==> config.mk <==
export PLATFORM = sky130hd
export DESIGN_NAME = jt49_bus_arb_flat
export DESIGN_NICKNAME = d
export VERILOG_FILES = /design/src/rtl/jt49_bus_arb_if.sv /design/src/rtl/jt49_bus_arb.sv /design/src/flat_wrapper.sv
export SDC_FILE = /design/constraint.sdc
export NUM_CORES = 1
export LEC_CHECK = 0
export BUFFER_PORTS_ARGS = -buffer_cell sky130_fd_sc_hd__buf_2
export CORE_AREA = 2 2 86 96
export DETAILED_ROUTE_END_ITERATION = 16
export DIE_AREA = 0 0 88 98
export GPL_TIMING_DRIVEN = 1
export HOLD_SLACK_MARGIN = 0.02
export SYNTH_ARGS = -nofsm -noshare
export SYNTH_HDL_FRONTEND = slang
export SYNTH_SLANG_ARGS = --single-unit
==> constraint.sdc <==
create_clock -name clk -period 5.7 [get_ports clk]
set_clock_uncertainty 0.1 [all_clocks]
set_input_delay 0.57 -clock clk [delete_from_list [all_inputs] [get_ports clk]]
set_output_delay 0.57 -clock clk [all_outputs]
set_load 0.005 [all_outputs]
==> src/rtl/jt49_bus_arb_if.sv <==
// rtl/jt49_bus_arb_if.sv - request/response port of the jt49 bus arbiter
interface jt49_bus_arb_if;
    logic       valid;
    logic       ready;
    logic       rd;
    logic [3:0] addr;
    logic [7:0] din;
    logic       rsp;
    logic [7:0] rdata;

    modport master (
        output valid, rd, addr, din,
        input  ready, rsp, rdata
    );

    modport slave (
        input  valid, rd, addr, din,
        output ready, rsp, rdata
    );
endinterface

==> src/rtl/jt49_bus_arb.sv <==
// rtl/jt49_bus_arb.sv - two-port round-robin arbiter and cs_n/wr_n sequencer for the jt49 PSG
module jt49_bus_arb #(
    parameter int unsigned WRLEN = 2,
    parameter int unsigned GAP   = 1
) (
    input  logic            clk,
    input  logic            rst,
    jt49_bus_arb_if.slave   a,
    jt49_bus_arb_if.slave   b,
    output logic            psg_cs_n,
    output logic            psg_wr_n,
    output logic [3:0]      psg_addr,
    output logic [7:0]      psg_din,
    input  logic [7:0]      psg_dout,
    output logic            busy
);

    typedef enum logic [1:0] {
        ST_IDLE,
        ST_SETUP,
        ST_STROBE,
        ST_GAP
    } state_t;

    localparam logic [3:0] WR_LOAD  = 4'(WRLEN - 1);
    localparam logic [3:0] GAP_LOAD = 4'(GAP - 1);
    localparam logic [3:0] RD_LOAD  = 4'd1;

    state_t     state, state_d;
    logic [3:0] cnt, cnt_d;
    logic       rr;
    logic       owner;
    logic       rd_q;
    logic [3:0] addr_q;
    logic [7:0] din_q;
    logic       a_rsp_q, b_rsp_q;
    logic [7:0] a_rdata_q, b_rdata_q;
    logic       cs_n_q, wr_n_q;

    logic       grant_a, grant_b;
    logic       a_ready, b_ready;
    logic       accept;
    logic       capture;

    // rr = 0 favours port A when both request, rr = 1 favours port B
    assign grant_b = b.valid && (!a.valid || rr);
    assign grant_a = a.valid && !grant_b;

    always_comb begin
        state_d = state;
        cnt_d   = cnt;
        accept  = 1'b0;
        capture = 1'b0;
        a_ready = 1'b0;
        b_ready = 1'b0;
        case (state)
            ST_IDLE: begin
                a_ready = grant_a;
                b_ready = grant_b;
                if (grant_a || grant_b) begin
                    accept  = 1'b1;
                    state_d = ST_SETUP;
                end
            end
            ST_SETUP: begin
                cnt_d   = rd_q ? RD_LOAD : WR_LOAD;
                state_d = ST_STROBE;
            end
            ST_STROBE: begin
                if (cnt == 4'd0) begin
                    capture = rd_q;
                    cnt_d   = GAP_LOAD;
                    state_d = ST_GAP;
                end else begin
                    cnt_d = cnt - 4'd1;
                end
            end
            ST_GAP: begin
                if (cnt == 4'd0) begin
                    state_d = ST_IDLE;
                end else begin
                    cnt_d = cnt - 4'd1;
                end
            end
            default: begin
                state_d = ST_IDLE;
            end
        endcase
    end

    always_ff @(posedge clk) begin
        if (rst) begin
            state <= ST_IDLE;
        end else begin
            state <= state_d;
        end
    end

    // Strobes are registered from the next state so the PSG sees glitch-free edges
    // with the same cycle alignment as the state they belong to.
    always_ff @(posedge clk) begin
        if (rst) begin
            cs_n_q <= 1'b1;
            wr_n_q <= 1'b1;
        end else begin
            cs_n_q <= !(state_d == ST_SETUP || state_d == ST_STROBE);
            wr_n_q <= !(state_d == ST_STROBE && !rd_q);
        end
    end

    always_ff @(posedge clk) begin
        if (rst) begin
            cnt       <= 4'd0;
            rr        <= 1'b0;
            owner     <= 1'b0;
            rd_q      <= 1'b0;
            addr_q    <= 4'd0;
            din_q     <= 8'd0;
            a_rsp_q   <= 1'b0;
            b_rsp_q   <= 1'b0;
            a_rdata_q <= 8'd0;
            b_rdata_q <= 8'd0;
        end else begin
            cnt     <= cnt_d;
            a_rsp_q <= 1'b0;
            b_rsp_q <= 1'b0;
            if (accept) begin
                owner  <= grant_b;
                rr     <= !grant_b;
                rd_q   <= grant_b ? b.rd   : a.rd;
                addr_q <= grant_b ? b.addr : a.addr;
                din_q  <= grant_b ? b.din  : a.din;
            end
            // Capture on the last read strobe cycle; the pulse lands in the first GAP cycle.
            if (capture) begin
                if (owner) begin
                    b_rdata_q <= psg_dout;
                    b_rsp_q   <= 1'b1;
                end else begin
                    a_rdata_q <= psg_dout;
                    a_rsp_q   <= 1'b1;
                end
            end
        end
    end

    assign a.ready  = a_ready;
    assign b.ready  = b_ready;
    assign a.rsp    = a_rsp_q;
    assign b.rsp    = b_rsp_q;
    assign a.rdata  = a_rdata_q;
    assign b.rdata  = b_rdata_q;

    assign psg_cs_n = cs_n_q;
    assign psg_wr_n = wr_n_q;
    assign psg_addr = addr_q;
    assign psg_din  = din_q;
    assign busy     = (state != ST_IDLE);

    wr_inside_cs: assert property (@(posedge clk) disable iff (rst) !psg_wr_n |-> !psg_cs_n);

endmodule

==> src/flat_wrapper.sv <==
// flat-port wrapper written by rule: the top's interface ports become plain ports
module jt49_bus_arb_flat 
#(
    parameter int unsigned WRLEN = 2,
    parameter int unsigned GAP   = 1
)
  (clk, rst, psg_cs_n, psg_wr_n, psg_addr, psg_din, psg_dout, busy, a_valid, a_rd, a_addr, a_din, a_ready, a_rsp, a_rdata, b_valid, b_rd, b_addr, b_din, b_ready, b_rsp, b_rdata);
  jt49_bus_arb_if a_i ();
  jt49_bus_arb_if b_i ();
  input  logic clk;
  input  logic rst;
  output logic psg_cs_n;
  output logic psg_wr_n;
  output logic [3:0] psg_addr;
  output logic [7:0] psg_din;
  input  logic [7:0] psg_dout;
  output logic busy;
  input wire logic [$bits(a_i.valid)-1:0] a_valid;
  input wire logic [$bits(a_i.rd)-1:0] a_rd;
  input wire logic [$bits(a_i.addr)-1:0] a_addr;
  input wire logic [$bits(a_i.din)-1:0] a_din;
  output wire logic [$bits(a_i.ready)-1:0] a_ready;
  output wire logic [$bits(a_i.rsp)-1:0] a_rsp;
  output wire logic [$bits(a_i.rdata)-1:0] a_rdata;
  input wire logic [$bits(b_i.valid)-1:0] b_valid;
  input wire logic [$bits(b_i.rd)-1:0] b_rd;
  input wire logic [$bits(b_i.addr)-1:0] b_addr;
  input wire logic [$bits(b_i.din)-1:0] b_din;
  output wire logic [$bits(b_i.ready)-1:0] b_ready;
  output wire logic [$bits(b_i.rsp)-1:0] b_rsp;
  output wire logic [$bits(b_i.rdata)-1:0] b_rdata;
  assign a_i.valid = a_valid;
  assign a_i.rd = a_rd;
  assign a_i.addr = a_addr;
  assign a_i.din = a_din;
  assign a_ready = a_i.ready;
  assign a_rsp = a_i.rsp;
  assign a_rdata = a_i.rdata;
  assign b_i.valid = b_valid;
  assign b_i.rd = b_rd;
  assign b_i.addr = b_addr;
  assign b_i.din = b_din;
  assign b_ready = b_i.ready;
  assign b_rsp = b_i.rsp;
  assign b_rdata = b_i.rdata;
  jt49_bus_arb #(.WRLEN(WRLEN), .GAP(GAP)) u_core (.clk(clk), .rst(rst), .a(a_i), .b(b_i), .psg_cs_n(psg_cs_n), .psg_wr_n(psg_wr_n), .psg_addr(psg_addr), .psg_din(psg_din), .psg_dout(psg_dout), .busy(busy));
endmodule
==> out/qor.yml <==
antenna_found_initial: 0
yosys_warnings: 0
drv_cap: 0
regArea_um2: 821
p_per_area_mw_per_mm2: 305
clock-sinks: 41
critPathRequiredTime_ps: 5030
area_growth_pct: 28.3
hpwl_um: 3480
grtUsageTotal: 0.115
slew_headroom: 0.494
synth_ff_type: "dfxtp_1"
clk_latency_ps: 300
setup-tns-final_ps: 0
clkTransAtPathRegs_ps: 80
synth_simple_gate_area_share: 0.281
seq_area_frac_synth: 0.436
post_cts_buffers: 0
grt_setup_unrepaired: "false"
cts_resized: 0
fillerInstances: 819
synth_top_family_by_area: "simple AND/OR/NAND/NOR gates"
ys_types: 32
synth_xor_area_frac: 0
die_x_um: 88
dp_slack_ps: 3490
cpMaxStageDelayCell: "nor3b_4"
cts_root_buf: "clkbuf_8"
worst_pin_slew_ps: 756
synth_area_mm2: 0.00188
cp_cell_sequence: "nor3b_4, and2_1, buf_2"
synth_nets: 247
worst-path-buf-inv: 1
drc_errors: 0
avgRoutedWirePerCell_um: 12.7
drtIter0Drc: 84
grt_pass1_vias: 1711
cts_tree: "done"
multi_input_area_um2: 955
synthCells: 206
start_kind: "register"
coreArea_mm2: 0.00770
h-tree-depth: 2
yosys-mux-area-fraction: 0.0851
setup_viol_count_final: 0
critPathMaxStageDelay_ps: 590
ios: 73
drv_slew: 0
holdCritPathClass: "register to register"
postCtsHoldBufs: 0
synth_compound_area_frac: 0.121
grt_max_degree: 49
first_pass_iters: 4
finalCritPeriodShare: 0.409
drive_above_1_share: 0.335
vias: 1692
cts_buffers: 5
synthArstFlopShare: 0
hold_viol: 0
dieArea_mm2: 0.00862
clockBufferDepth: 2
synth_edf_count: 0
fin_util: 0.313
diodes: 0
report.power.total_uw: 737
initial_utilization: 0.244
max-vdd-ir-drop_uv: 121
layout_setup_ws_ps: 3370
grt-ovfl-total: 0
vias_per_cell: 4.45
num-nets-final: 312
worst-endpoint-arrival_ps: 1660
ant_nets: 0
outcome: "finished, final reports clean"
crit_type: "register to output port"
critPathCaptureType: "output port"
period_needed_ps: 2330
synthAdderAreaFrac: 0.0199
synth_area_per_cell_um2: 9.13
grt_pass1_wl_um: 7990
die_h_um: 98
p_leak_uw: 0.00105
yosys_register_bits: 41
fmax_mhz: 429
rows: 34
critPathMaxFanout: 16
place.gp.congestion: 0.843
wl_um: 4820
portBuffers: 72
critPathTopFamily: "simple AND/OR/NAND/NOR gates"
-- worst min-delay path, cell delays in order (launching register included) --
cell	delay (ps)
dfxtp_1	310
nand2b_1	60
mux2i_1	60
-- final timing paths --
kind,startpoint,end,slack (ps),cells past startpoint
worst max register to register,u_core.cnt[0],u_core.psg_wr_n,3510,7
worst min register to register,u_core.a.rdata[6],u_core.a.rdata[6],370,2
worst min-delay path,u_core.a.rdata[6],u_core.a.rdata[6],370,2
worst max-delay path,u_core.state[1],a_ready,3370,3
-- placed cells by master, fill, tap and decap left out, types with 2 or more instances in the layout --
cell type	n
dfxtp_1	41
o21ai_0	15
nor2b_1	3
ha_1	3
mux2i_1	16
a31oi_1	14
or3b_2	2
nor3b_4	2
inv_1	5
or2_2	2
a21oi_1	5
nor2_1	7
nor3_1	2
nand2_1	4
a211oi_1	3
buf_2	72
clkbuf_8	6
nand3_1	29
and3_1	2
nand2b_1	26
and4bb_2	2
-- cell families (layout without fill, tap and decap cells) --
logic type / count (synthesis) / after routing
fa+ha+maj: 3 / 3
simple gates: 87 / 87
buf+inv: 20 / 86
flops: 41 / 41
mux: 16 / 16
compound gates: 39 / 39
-- Yosys cell counts, types with 2 or more instances --
cell type | instances | share of area
o21ai_0 | 15 | 0.040
nor2b_1 | 3 | 0.010
nor3b_4 | 2 | 0.020
nand2_1 | 4 | 0.0080
and3_1 | 2 | 0.0066
buf_4 | 2 | 0.0080
ha_1 | 3 | 0.020
and4bb_2 | 2 | 0.013
a31oi_1 | 14 | 0.047
a211oi_1 | 3 | 0.012
buf_6 | 3 | 0.018
nor2_1 | 7 | 0.014
nor3_1 | 2 | 0.0053
or3b_2 | 2 | 0.0093
mux2i_1 | 16 | 0.085
dfxtp_1 | 41 | 0.44
nand3_1 | 29 | 0.077
nand2b_1 | 26 | 0.086
inv_1 | 5 | 0.010
or2_2 | 2 | 0.0066
a21oi_1 | 5 | 0.013
clkbuf_1 | 8 | 0.016
-- layout make-up --
| type | instances | area share |
|---|---|---|
| clock buffer | 6 | 0.0342 |
| clock inverter | 2 | 0.0156 |
| inverter | 6 | 0.00933 |
| multi-input combinational | 145 | 0.396 |
| sequential | 41 | 0.340 |
| tap | 108 | 0.0560 |
| timing repair buffer | 72 | 0.149 |
-- flip-flops by register name, summed over array words and instances (netlist names) --
| signal | count |
|---|---|
| u_core.a.rdata | 8 |
| u_core.a.rsp | 1 |
| u_core.b.rdata | 8 |
| u_core.b.rsp | 1 |
| u_core.cnt | 4 |
| u_core.owner | 1 |
| u_core.psg_addr | 4 |
| u_core.psg_cs_n | 1 |
| u_core.psg_din | 8 |
| u_core.psg_wr_n | 1 |
| u_core.rd_q | 1 |
| u_core.rr | 1 |
| u_core.state | 2 |
-- routing by layer --
layer / global-route usage / up-vias / share of wire
met3: 0.0363 / 6 / 0.057
met2: 0.182 / 53 / 0.47
met1: 0.147 / 773 / 0.46
li1: - / 860 / -
met5: 0 / - / 0
met4: 0.0391 / 0 / 0.012
-- per-stage QoR --
step	hold WS (ps)	instance area, µm²	cells
final	372	2410	380
after global routing	393	2410	380
after CTS	378	2410	380
after detailed placement	363	2290	372
after global placement	359	2290	372
after floorplan	334	1880	206
-- where the power goes --
part,internal (µW),switching [µW],total [µW]
clock,143,107,249
sequential,311,23.4,335
combinational,69.5,83.7,153
total,523,214,737
(Power assumes the default switching activity.)
